`src/rtl/l1_tag_lookup_if.sv`:
```
// Request/response, fill and flush signals of the L1 tag-lookup stage.
// master = requester side (cache controller), slave = l1_tag_lookup.
interface l1_tag_lookup_if #(
  parameter int unsigned ADDR_W = 32,
  parameter int unsigned IDX_W  = 8,
  parameter int unsigned TAG_W  = 17
);
  logic              req_valid;
  logic              req_ready;
  logic [ADDR_W-1:0] req_addr;
  logic              req_write;

  logic              resp_valid;
  logic              resp_ready;
  logic              resp_hit;
  logic              resp_victim_valid;
  logic              resp_victim_dirty;
  logic [TAG_W-1:0]  resp_victim_tag;
  logic [IDX_W-1:0]  resp_index;

  logic              fill_valid;
  logic              fill_ready;
  logic [IDX_W-1:0]  fill_index;
  logic [TAG_W-1:0]  fill_tag;

  logic              flush_req;
  logic              flush_done;

  modport master (
    output req_valid, req_addr, req_write, resp_ready,
           fill_valid, fill_index, fill_tag, flush_req,
    input  req_ready, resp_valid, resp_hit, resp_victim_valid,
           resp_victim_dirty, resp_victim_tag, resp_index,
           fill_ready, flush_done
  );

  modport slave (
    input  req_valid, req_addr, req_write, resp_ready,
           fill_valid, fill_index, fill_tag, flush_req,
    output req_ready, resp_valid, resp_hit, resp_victim_valid,
           resp_victim_dirty, resp_victim_tag, resp_index,
           fill_ready, flush_done
  );
endinterface

```
`src/rtl/l1_tag_lookup.sv`:
```
// L1 data-cache tag lookup stage driving a 2-port tag SRAM (clear, lookup, fill, dirty update, flush).
// Optional macro L1_TAG_BYPASS_EN forwards a same-edge write to the same index into the lookup result.
module l1_tag_lookup #(
  parameter int unsigned ADDR_W = 32,
  parameter int unsigned IDX_W  = 8,
  parameter int unsigned TAG_W  = 17
) (
  input  logic               clk,
  input  logic               rst_n,
  l1_tag_lookup_if.slave     bus,
  output logic               tag_csb0,
  output logic [IDX_W-1:0]   tag_addr0,
  output logic [TAG_W+1:0]   tag_din0,
  output logic               tag_csb1,
  output logic [IDX_W-1:0]   tag_addr1,
  input  logic [TAG_W+1:0]   tag_dout1
);
  localparam int unsigned OFF_W  = ADDR_W - IDX_W - TAG_W;
  localparam int unsigned WORD_W = TAG_W + 2;

  typedef enum logic [1:0] {CLEAR, RUN, FLUSH} state_e;

  state_e             state_q, state_d;
  logic [IDX_W-1:0]   cnt_q, cnt_d;
  logic               s1_valid_q, s1_valid_d;
  logic [TAG_W-1:0]   s1_tag_q, s1_tag_d;
  logic [IDX_W-1:0]   s1_idx_q, s1_idx_d;
  logic               s1_write_q, s1_write_d;
  logic               pend_q, pend_d;
  logic [IDX_W-1:0]   pend_idx_q, pend_idx_d;
  logic [TAG_W-1:0]   pend_tag_q, pend_tag_d;
  logic               flush_lat_q, flush_lat_d;
  logic               flush_done_q, flush_done_d;
`ifdef L1_TAG_BYPASS_EN
  logic               fwd_q, fwd_d;
  logic [WORD_W-1:0]  fwd_word_q, fwd_word_d;
`endif

  logic [IDX_W-1:0]   req_idx;
  logic [TAG_W-1:0]   req_tag;
  logic               unused_off;
  logic [WORD_W-1:0]  stored_word;
  logic               in_run, lookup_hit, resp_hs, dirty_now;
  logic               flush_pend, flush_go, fill_rdy, fill_hs, pend_update;
  logic               wr_en, conflict, req_rdy, accept;
  logic [IDX_W-1:0]   wr_addr;
  logic [WORD_W-1:0]  wr_data;

  assign req_idx    = bus.req_addr[OFF_W +: IDX_W];
  assign req_tag    = bus.req_addr[OFF_W+IDX_W +: TAG_W];
  assign unused_off = ^bus.req_addr[OFF_W-1:0];

  always_ff @(posedge clk or negedge rst_n) begin
    if (!rst_n) begin
      state_q      <= CLEAR;
      cnt_q        <= '0;
      s1_valid_q   <= 1'b0;
      s1_tag_q     <= '0;
      s1_idx_q     <= '0;
      s1_write_q   <= 1'b0;
      pend_q       <= 1'b0;
      pend_idx_q   <= '0;
      pend_tag_q   <= '0;
      flush_lat_q  <= 1'b0;
      flush_done_q <= 1'b0;
`ifdef L1_TAG_BYPASS_EN
      fwd_q        <= 1'b0;
      fwd_word_q   <= '0;
`endif
    end else begin
      state_q      <= state_d;
      cnt_q        <= cnt_d;
      s1_valid_q   <= s1_valid_d;
      s1_tag_q     <= s1_tag_d;
      s1_idx_q     <= s1_idx_d;
      s1_write_q   <= s1_write_d;
      pend_q       <= pend_d;
      pend_idx_q   <= pend_idx_d;
      pend_tag_q   <= pend_tag_d;
      flush_lat_q  <= flush_lat_d;
      flush_done_q <= flush_done_d;
`ifdef L1_TAG_BYPASS_EN
      fwd_q        <= fwd_d;
      fwd_word_q   <= fwd_word_d;
`endif
    end
  end

  // Output/decode logic: depends only on registered state and inputs.
  always_comb begin
    stored_word = tag_dout1;
`ifdef L1_TAG_BYPASS_EN
    if (fwd_q) stored_word = fwd_word_q;
`endif
    in_run      = (state_q == RUN);
    lookup_hit  = s1_valid_q && stored_word[WORD_W-1] && (stored_word[TAG_W-1:0] == s1_tag_q);
    resp_hs     = s1_valid_q && bus.resp_ready;
    dirty_now   = resp_hs && lookup_hit && s1_write_q && !stored_word[TAG_W];
    flush_pend  = in_run && (bus.flush_req || flush_lat_q);
    fill_rdy    = in_run && !flush_lat_q;
    fill_hs     = bus.fill_valid && fill_rdy;
    // A dirty update displaced by a fill counts as pending already in this cycle.
    pend_update = pend_q || (fill_hs && dirty_now);

    wr_en   = 1'b0;
    wr_addr = '0;
    wr_data = '0;
    unique case (state_q)
      CLEAR, FLUSH: begin
        wr_en   = 1'b1;
        wr_addr = cnt_q;
      end
      RUN: begin
        if (fill_hs) begin
          wr_en   = 1'b1;
          wr_addr = bus.fill_index;
          wr_data = {2'b10, bus.fill_tag};
        end else if (pend_q) begin
          wr_en   = 1'b1;
          wr_addr = pend_idx_q;
          wr_data = {2'b11, pend_tag_q};
        end else if (dirty_now) begin
          wr_en   = 1'b1;
          wr_addr = s1_idx_q;
          wr_data = {2'b11, s1_tag_q};
        end
      end
      default: ;
    endcase
    wr_en = wr_en && rst_n;

`ifdef L1_TAG_BYPASS_EN
    conflict = 1'b0;
`else
    conflict = wr_en && (wr_addr == req_idx);
`endif
    req_rdy  = in_run && (!s1_valid_q || bus.resp_ready) && !pend_update && !flush_pend && !conflict;
    accept   = bus.req_valid && req_rdy;
    flush_go = flush_pend && !s1_valid_q && !pend_q;
  end

  always_comb begin
    state_d      = state_q;
    cnt_d        = cnt_q;
    flush_lat_d  = flush_lat_q;
    flush_done_d = 1'b0;
    s1_valid_d   = s1_valid_q;
    s1_tag_d     = s1_tag_q;
    s1_idx_d     = s1_idx_q;
    s1_write_d   = s1_write_q;
    pend_d       = pend_q;
    pend_idx_d   = pend_idx_q;
    pend_tag_d   = pend_tag_q;
`ifdef L1_TAG_BYPASS_EN
    fwd_d        = fwd_q;
    fwd_word_d   = fwd_word_q;
`endif

    unique case (state_q)
      CLEAR: begin
        cnt_d = cnt_q + IDX_W'(1);
        if (cnt_q == '1) state_d = RUN;
      end
      FLUSH: begin
        cnt_d = cnt_q + IDX_W'(1);
        if (cnt_q == '1) begin
          state_d      = RUN;
          flush_done_d = 1'b1;
        end
      end
      RUN: begin
        cnt_d       = '0;
        flush_lat_d = flush_pend && !flush_go;
        if (flush_go) state_d = FLUSH;
      end
      default: state_d = CLEAR;
    endcase

    if (accept) begin
      s1_valid_d = 1'b1;
      s1_tag_d   = req_tag;
      s1_idx_d   = req_idx;
      s1_write_d = bus.req_write;
`ifdef L1_TAG_BYPASS_EN
      fwd_d      = wr_en && (wr_addr == req_idx);
      fwd_word_d = wr_data;
`endif
    end else if (resp_hs) begin
      s1_valid_d = 1'b0;
    end

    if (fill_hs && dirty_now) begin
      pend_d     = 1'b1;
      pend_idx_d = s1_idx_q;
      pend_tag_d = s1_tag_q;
    end else if (pend_q && !fill_hs) begin
      pend_d = 1'b0;
    end
  end

  assign bus.req_ready         = req_rdy;
  assign bus.resp_valid        = s1_valid_q;
  assign bus.resp_hit          = lookup_hit;
  assign bus.resp_victim_valid = s1_valid_q && stored_word[WORD_W-1];
  assign bus.resp_victim_dirty = s1_valid_q && stored_word[TAG_W];
  assign bus.resp_victim_tag   = s1_valid_q ? stored_word[TAG_W-1:0] : '0;
  assign bus.resp_index        = s1_idx_q;
  assign bus.fill_ready        = fill_rdy;
  assign bus.flush_done        = flush_done_q;

  assign tag_csb0  = !wr_en;
  assign tag_addr0 = wr_addr;
  assign tag_din0  = wr_data;
  assign tag_csb1  = !accept;
  assign tag_addr1 = accept ? req_idx : '0;
endmodule

```
`src/flat_wrapper.sv`:
```
// flat-port wrapper written by rule: the top's interface ports become plain ports
module l1_tag_lookup_flat 
#(
  parameter int unsigned ADDR_W = 32,
  parameter int unsigned IDX_W  = 8,
  parameter int unsigned TAG_W  = 17
)
  (clk, rst_n, tag_csb0, tag_addr0, tag_din0, tag_csb1, tag_addr1, tag_dout1, bus_req_valid, bus_req_addr, bus_req_write, bus_resp_ready, bus_fill_valid, bus_fill_index, bus_fill_tag, bus_flush_req, bus_req_ready, bus_resp_valid, bus_resp_hit, bus_resp_victim_valid, bus_resp_victim_dirty, bus_resp_victim_tag, bus_resp_index, bus_fill_ready, bus_flush_done);
  l1_tag_lookup_if #(.ADDR_W(ADDR_W), .IDX_W(IDX_W), .TAG_W(TAG_W)) bus_i ();
  input  logic clk;
  input  logic rst_n;
  output logic tag_csb0;
  output logic [IDX_W-1:0] tag_addr0;
  output logic [TAG_W+1:0] tag_din0;
  output logic tag_csb1;
  output logic [IDX_W-1:0] tag_addr1;
  input  logic [TAG_W+1:0] tag_dout1;
  input wire logic [$bits(bus_i.req_valid)-1:0] bus_req_valid;
  input wire logic [$bits(bus_i.req_addr)-1:0] bus_req_addr;
  input wire logic [$bits(bus_i.req_write)-1:0] bus_req_write;
  input wire logic [$bits(bus_i.resp_ready)-1:0] bus_resp_ready;
  input wire logic [$bits(bus_i.fill_valid)-1:0] bus_fill_valid;
  input wire logic [$bits(bus_i.fill_index)-1:0] bus_fill_index;
  input wire logic [$bits(bus_i.fill_tag)-1:0] bus_fill_tag;
  input wire logic [$bits(bus_i.flush_req)-1:0] bus_flush_req;
  output wire logic [$bits(bus_i.req_ready)-1:0] bus_req_ready;
  output wire logic [$bits(bus_i.resp_valid)-1:0] bus_resp_valid;
  output wire logic [$bits(bus_i.resp_hit)-1:0] bus_resp_hit;
  output wire logic [$bits(bus_i.resp_victim_valid)-1:0] bus_resp_victim_valid;
  output wire logic [$bits(bus_i.resp_victim_dirty)-1:0] bus_resp_victim_dirty;
  output wire logic [$bits(bus_i.resp_victim_tag)-1:0] bus_resp_victim_tag;
  output wire logic [$bits(bus_i.resp_index)-1:0] bus_resp_index;
  output wire logic [$bits(bus_i.fill_ready)-1:0] bus_fill_ready;
  output wire logic [$bits(bus_i.flush_done)-1:0] bus_flush_done;
  assign bus_i.req_valid = bus_req_valid;
  assign bus_i.req_addr = bus_req_addr;
  assign bus_i.req_write = bus_req_write;
  assign bus_i.resp_ready = bus_resp_ready;
  assign bus_i.fill_valid = bus_fill_valid;
  assign bus_i.fill_index = bus_fill_index;
  assign bus_i.fill_tag = bus_fill_tag;
  assign bus_i.flush_req = bus_flush_req;
  assign bus_req_ready = bus_i.req_ready;
  assign bus_resp_valid = bus_i.resp_valid;
  assign bus_resp_hit = bus_i.resp_hit;
  assign bus_resp_victim_valid = bus_i.resp_victim_valid;
  assign bus_resp_victim_dirty = bus_i.resp_victim_dirty;
  assign bus_resp_victim_tag = bus_i.resp_victim_tag;
  assign bus_resp_index = bus_i.resp_index;
  assign bus_fill_ready = bus_i.fill_ready;
  assign bus_flush_done = bus_i.flush_done;
  l1_tag_lookup #(.ADDR_W(ADDR_W), .IDX_W(IDX_W), .TAG_W(TAG_W)) u_core (.clk(clk), .rst_n(rst_n), .bus(bus_i), .tag_csb0(tag_csb0), .tag_addr0(tag_addr0), .tag_din0(tag_din0), .tag_csb1(tag_csb1), .tag_addr1(tag_addr1), .tag_dout1(tag_dout1));
endmodule
```
`config.mk`:
```
export PLATFORM = sky130hd
export DESIGN_NAME = l1_tag_lookup_flat
export DESIGN_NICKNAME = d
export VERILOG_FILES = /design/src/rtl/l1_tag_lookup_if.sv /design/src/rtl/l1_tag_lookup.sv /design/src/flat_wrapper.sv
export SDC_FILE = /design/constraint.sdc
export NUM_CORES = 1
export LEC_CHECK = 0
export CORE_UTILIZATION = 42
export CTS_BUF_LIST = sky130_fd_sc_hd__clkbuf_8
export DETAILED_ROUTE_END_ITERATION = 10
export GPL_TIMING_DRIVEN = 0
export PLACE_DENSITY = 0.86
export SETUP_SLACK_MARGIN = 0.5
export SLEW_MARGIN = 20
export SYNTH_ARGS = -nofsm -noshare
export SYNTH_HDL_FRONTEND = slang
export SYNTH_SLANG_ARGS = --single-unit
export TNS_END_PERCENT = 30
```
`constraint.sdc`:
```
create_clock -name clk -period 8.9 [get_ports clk]
set_input_delay 2.67 -clock clk [delete_from_list [all_inputs] [get_ports clk]]
set_output_delay 2.67 -clock clk [all_outputs]
set_load 0.05 [all_outputs]
```
# After elaboration in Yosys (flattened, before gate mapping)
# Index checks and enable logic that the tools add are counted.
# totals
reg_bits,65
latch_bits,0
ramBits,0
rom_bits,0
input_bits,83
out_inout_bits,69
elab_cells,85
n_memories,0
# op_classes
addsub,1
mul,0
div,0
order_cmp,0
n_eq_ne,7
n_shift,0
mux,24
bitwise,0
n_reduce_logical,42
# op_table
operator,n
19-bit 2-to-1 mux,4
8-bit 2-to-1 mux,4
8-bit one-hot mux with 2 select lines,2
1-bit logical AND,22
17-bit equality test,1
17-bit 2-to-1 mux,1
1-bit logical NOT,11
1-bit 2-to-1 mux,9
8-bit by 1-bit adder with 8-bit output (second input constant),1
8-bit equality test,1
8-bit equality test (second input constant),1
2-bit nonzero test,3
2-bit 2-to-1 mux,2
2-bit one-hot mux with 2 select lines,1
1-bit logical OR,3
2-bit by 1-bit equality test with 1-bit output (second input constant),1
2-bit equality test (second input constant),1
2-bit logical NOT,1
2-bit by 1-bit != test with 1-bit output (second input constant),1
2-bit != test (second input constant),1
1-bit one-hot mux with 2 select lines,1
2-bit AND reduction,1
2-bit OR reduction,1

# Depth between registers and ports, before layout
# logic_depth
ltp_word,15
mapped_depth,11
depth_no_buf,9

# Worst setup path after synthesis
# No wires, ideal clock.
# synth_path
path_kind,input -> output
from,input port tag_dout1[5]
to,output port tag_addr0[6]
t_arrival_ns,6.338
t_required_ns,6.230
slack_ns,-0.108
path_stages,6
path_buffers,0
path_cell_list,xor2_1 nor4_1 nand2_1 nor4_1 a21boi_0 o31ai_1
# synth_via
elab_chain_cells,9
# synth_rtl
element,line,source
from (decl),flat_wrapper.sv:17,input logic [TAG_W+1:0] tag_dout1;
17-bit equality test,l1_tag_lookup.sv:96,lookup_hit = s1_valid_q && stored_word[WORD_W-1] && (stored_word[TAG_W-1:0] == s1_tag_q);
1-bit logical AND,l1_tag_lookup.sv:96,
net bus_resp_hit,flat_wrapper.sv:28,output wire logic [$bits(bus_i.resp_hit)-1:0] bus_resp_hit;
1-bit logical AND (3 in series),l1_tag_lookup.sv:98,dirty_now = resp_hs && lookup_hit && s1_write_q && !stored_word[TAG_W];
8-bit 2-to-1 mux,l1_tag_lookup.sv:122,end else if (dirty_now) begin
8-bit 2-to-1 mux,l1_tag_lookup.sv:118,end else if (pend_q) begin
8-bit 2-to-1 mux,l1_tag_lookup.sv:114,if (fill_hs) begin
8-bit one-hot mux with 2 select lines,l1_tag_lookup.sv:108,unique case (state_q)
to (decl),flat_wrapper.sv:13,output logic [IDX_W-1:0] tag_addr0;
# The timed path passes the listed nets, and every way through them passes these cells.

# Worst setup path after layout
# layout_path
from,input port tag_dout1[14]
to,output port tag_addr1[1]
# layout_via
elab_chain_cells,15
elab_cells_between_ends,25
cone_classes,eq/ne: 2; mux: 9; reduce/logical: 14
# layout_rtl
element,line,source
17-bit equality test (*),l1_tag_lookup.sv:96,
1-bit logical AND (*),l1_tag_lookup.sv:96,
1-bit logical AND (*) (3 in series),l1_tag_lookup.sv:98,
8-bit 2-to-1 mux / 1-bit 2-to-1 mux (equally long branches),l1_tag_lookup.sv:122,
8-bit 2-to-1 mux / 1-bit 2-to-1 mux (equally long branches),l1_tag_lookup.sv:118,
8-bit 2-to-1 mux / 1-bit 2-to-1 mux (equally long branches),l1_tag_lookup.sv:114,
8-bit one-hot mux with 2 select lines / 1-bit one-hot mux with 2 select lines (equally long branches),l1_tag_lookup.sv:108,
8-bit equality test / 1-bit logical AND (equally long branches),"l1_tag_lookup.sv:135, l1_tag_lookup.sv:130",
1-bit logical AND,l1_tag_lookup.sv:135,conflict = wr_en && (wr_addr == req_idx);
1-bit logical NOT,l1_tag_lookup.sv:137,req_rdy = in_run && (!s1_valid_q || bus.resp_ready) && !pend_update && !flush_pend && !conflict;
1-bit logical AND (*),l1_tag_lookup.sv:137,
1-bit logical AND (*),l1_tag_lookup.sv:138,accept = bus.req_valid && req_rdy;
8-bit 2-to-1 mux (*),l1_tag_lookup.sv:215,assign tag_addr1 = accept ? req_idx : '0;
to (decl),flat_wrapper.sv:16,output logic [IDX_W-1:0] tag_addr1;
# Every way passes the cells marked *; elsewhere a longest branch is shown, timed or not.

==> impl_metrics.toml <==
[worst_setup_path]
critPathMaxStageDelay_ns = 0.44
crit_fanout = 7
cp_slowest_cell = "or3b_4"
worst-path-buf-inv = 3
crit_family = "simple AND/OR/NAND/NOR gates"
critical_path_required_ns = 6.23
worstPathCellList = "dlygate4sd2_1, xor2_1, nor4_2, or3b_4, buf_6, nor4b_4, mux2_4, nor4_4, o2111ai_2, and2_4, and3_1, buf_4"
cp-start-kind = "input pin"
path_class = "in2out"
end_kind = "output port"
arrival_ns = 5.72

[run_status]
status = "finished clean"

[floorplan]
dieWidth_um = 103
coreArea_mm2 = 0.00986
std_cell_rows = 36
fp.dieH_um = 103
ios = 152
dieArea_mm2 = 0.0106
start_util_pct = 43.6

[synthesis]
synth_cell_types = 56
async_flop_share_pct = 100
synth_cells = 452
syn_avg_cell_area_um2 = 9.51
syn_area_mm2 = 0.00430
yosysTopAreaCellShare_pct = 37.8
yosysTopAreaCell = "dfrtp_1"
ys_seq_area_share_pct = 37.8
ys.flop_type = "dfrtp_1"
synth_edf_count = 0
yosys_warnings = 0
ys_ff_latch = 65
synth_area_leaders = "dfrtp_1 38%, mux2_1 7.3%, mux2_4 6.3%"
syn-num-nets = 536

[finish]
final_common_cell = "clkdlybuf4s50_1"
syn_to_final_growth_pct = 46.0
final_cell_mix = "104 x clkdlybuf4s50_1, 65 x dfrtp_1, 41 x nor2_1"
seqCellArea_mm2 = 0.00163
fin_util_pct = 63.6
nets = 703
multi_input_area_mm2 = 0.00255
n_fill_cell = 778
drive_gt1_share_pct = 14.3
diodes = 0

[detailed_routing]
routed_wirelength_um = 15000
drt_iter0_drc = 300
avgRoutedWirePerCell_um = 19.9
final_antenna_net_count = 0
viasPerCell = 5.94
drt_first_pass_iters = 5
vias = 4487
drc_errors = 0

[placement]
routabilityCongestion = 1.02
dp_hpwl_um = 11300
portBuffers = 144

[cts]
cts_tree = "yes"
clk_pin_slew_ns = 0.07
clock_sinks = 65
numCtsBuffers = 9
cts.path.max_buffers = 2
root_buffer = "clkbuf_8"
hold_buffers = 0
insertion_delay_ns = 0.36
cts_max_level = 3

[grt]
grt_antenna_before_repair = 0
track_usage_pct = 29.2
grt_pass1_wl_um = 22900
grt_pass1_vias = 4497
grt_overflow = 0
grt_max_degree = 37

[sta]
relSlewSlack_pct = 53.8
fmax_ghz = 0.119
rsz0062_at_grt = "yes"
worst_pin_slew_ns = 0.688
finClkSkew_ns = 0.0102
slew_violations = 0
period_minus_slack_ns = 8.39
hold_viol_final = 0
setup_viol = 0
fin_crit_sh_pct = 94.3

[power]
p_total_mw = 0.650
ir_worst_vdd_uv = 78.4
power.leakage_nw = 2.86
power_density_mw_per_mm2 = 103

[hold_path]
hold_path.class = "reg2reg"

[run]
cap_viol_max_count = 0
==> timing repair <==
item	in CTS	in global routing
endpoints found under the hold margin	0	0
buffers inserted	8	3
gates resized for setup	100	24
pin swaps	6	4
endpoints found under the setup margin	35	35
==> logic make-up (layout without fill, tap and decap cells) <==
family	count (synthesis)	count (layout)	synth area share (%)
compound gates	90	90	14.8
xor+xnor	14	14	2.85
fa+ha+maj	1	1	0.291
buf+inv	46	217	4.95
flops	65	65	37.8
mux	53	53	15.3
simple gates	183	183	24.0
==> metrics by stage <==
| step | std cells | hold WS [ns] | setup TNS [ns] | cell area (µm²) | worst slack (ns) |
|---|---|---|---|---|---|
| final | 756 | 0.495 | 0 | 6280 | 0.511 |
| after global placement | 729 | 0.467 | -15.94 | 5910 | -1.46 |
| after global routing | 756 | 0.516 | 0 | 6280 | 0.434 |
| after floorplan | 452 | 0.458 | 0 | 4310 | 0.515 |
| after CTS | 753 | 0.496 | 0 | 6200 | 0.505 |
| after detailed placement | 730 | 0.480 | -7.84 | 5930 | -0.542 |
==> cell usage after synthesis, drive strengths merged (2+ instances only) <==
| master | number |
|---|---|
| a211o | 2 |
| nand2 | 26 |
| nand4 | 4 |
| buf | 6 |
| inv | 19 |
| mux2i | 7 |
| o22ai | 9 |
| a211oi | 5 |
| nor4b | 2 |
| nand3 | 12 |
| a21oi | 12 |
| o2111ai | 3 |
| xnor2 | 3 |
| nor2b | 8 |
| clkbuf | 21 |
| o31ai | 7 |
| a31oi | 2 |
| and3 | 3 |
| and2 | 19 |
| nor4 | 12 |
| dfrtp | 65 |
| nor3 | 30 |
| a221oi | 18 |
| a21boi | 2 |
| mux2 | 46 |
| o211ai | 3 |
| o21ai | 16 |
| nand4b | 3 |
| nand2b | 15 |
| xor2 | 11 |
| a2bb2oi | 2 |
| or3 | 2 |
| a22oi | 4 |
| nor2 | 41 |
==> path summary, 6_finish.rpt <==
check	from	endpoint	slack (ns)	cells past startpoint
setup / recovery	tag_dout1[14]	tag_addr1[1]	0.51	12
max in group asynchronous	rst_n	u_core.pend_tag_q[12]$_DFFE_PN0P_	6.12	2
hold reg to reg	u_core.pend_idx_q[1]$_DFFE_PN0P_	u_core.pend_idx_q[1]$_DFFE_PN0P_	0.50	1
min in group asynchronous	rst_n	u_core.cnt_q[4]$_DFFE_PN0N_	2.26	1
setup reg to reg	u_core.s1_tag_q[1]$_DFFE_PN0P_	u_core.s1_tag_q[12]$_DFFE_PN0P_	5.26	12
hold / removal	u_core.pend_idx_q[1]$_DFFE_PN0P_	u_core.pend_idx_q[1]$_DFFE_PN0P_	0.50	1
==> area by class of cell <==
class,count,area share [%]
flip-flops and latches,65,25.9
repair buffers,156,24.1
plain buffers,27,2.49
multi-input cells,341,40.7
clock buffers,9,1.97
well taps,133,2.65
clock inverters,6,1.10
inverters,19,1.14
==> state kept, by name, indices dropped and copies added, names as in the netlist <==
signal	count
u_core.flush_lat_q	1
u_core.bus.flush_done	1
u_core.s1_tag_q	17
u_core.pend_idx_q	8
u_core.s1_write_q	1
u_core.pend_q	1
u_core.bus.resp_index	8
u_core.state_q	2
u_core.cnt_q	8
u_core.pend_tag_q	17
u_core.bus.resp_valid	1
==> layer usage <==
metal / share of wire, % / vias up / global-route usage (%)
li1: - / 1995 / -
met1: 37 / 2125 / 34.7
met2: 49 / 312 / 51.1
met3: 10 / 55 / 6.72
met4: 3.6 / 0 / 11.4
met5: 0 / - / 0
==> power breakdown <==
part	total [mW]	switching, mW	internal (mW)
Sequential	0.306	0.00644	0.300
Combinational	0.0884	0.0415	0.0468
Clock	0.255	0.126	0.129
Note: power is estimated with default switching activity, not from simulation.
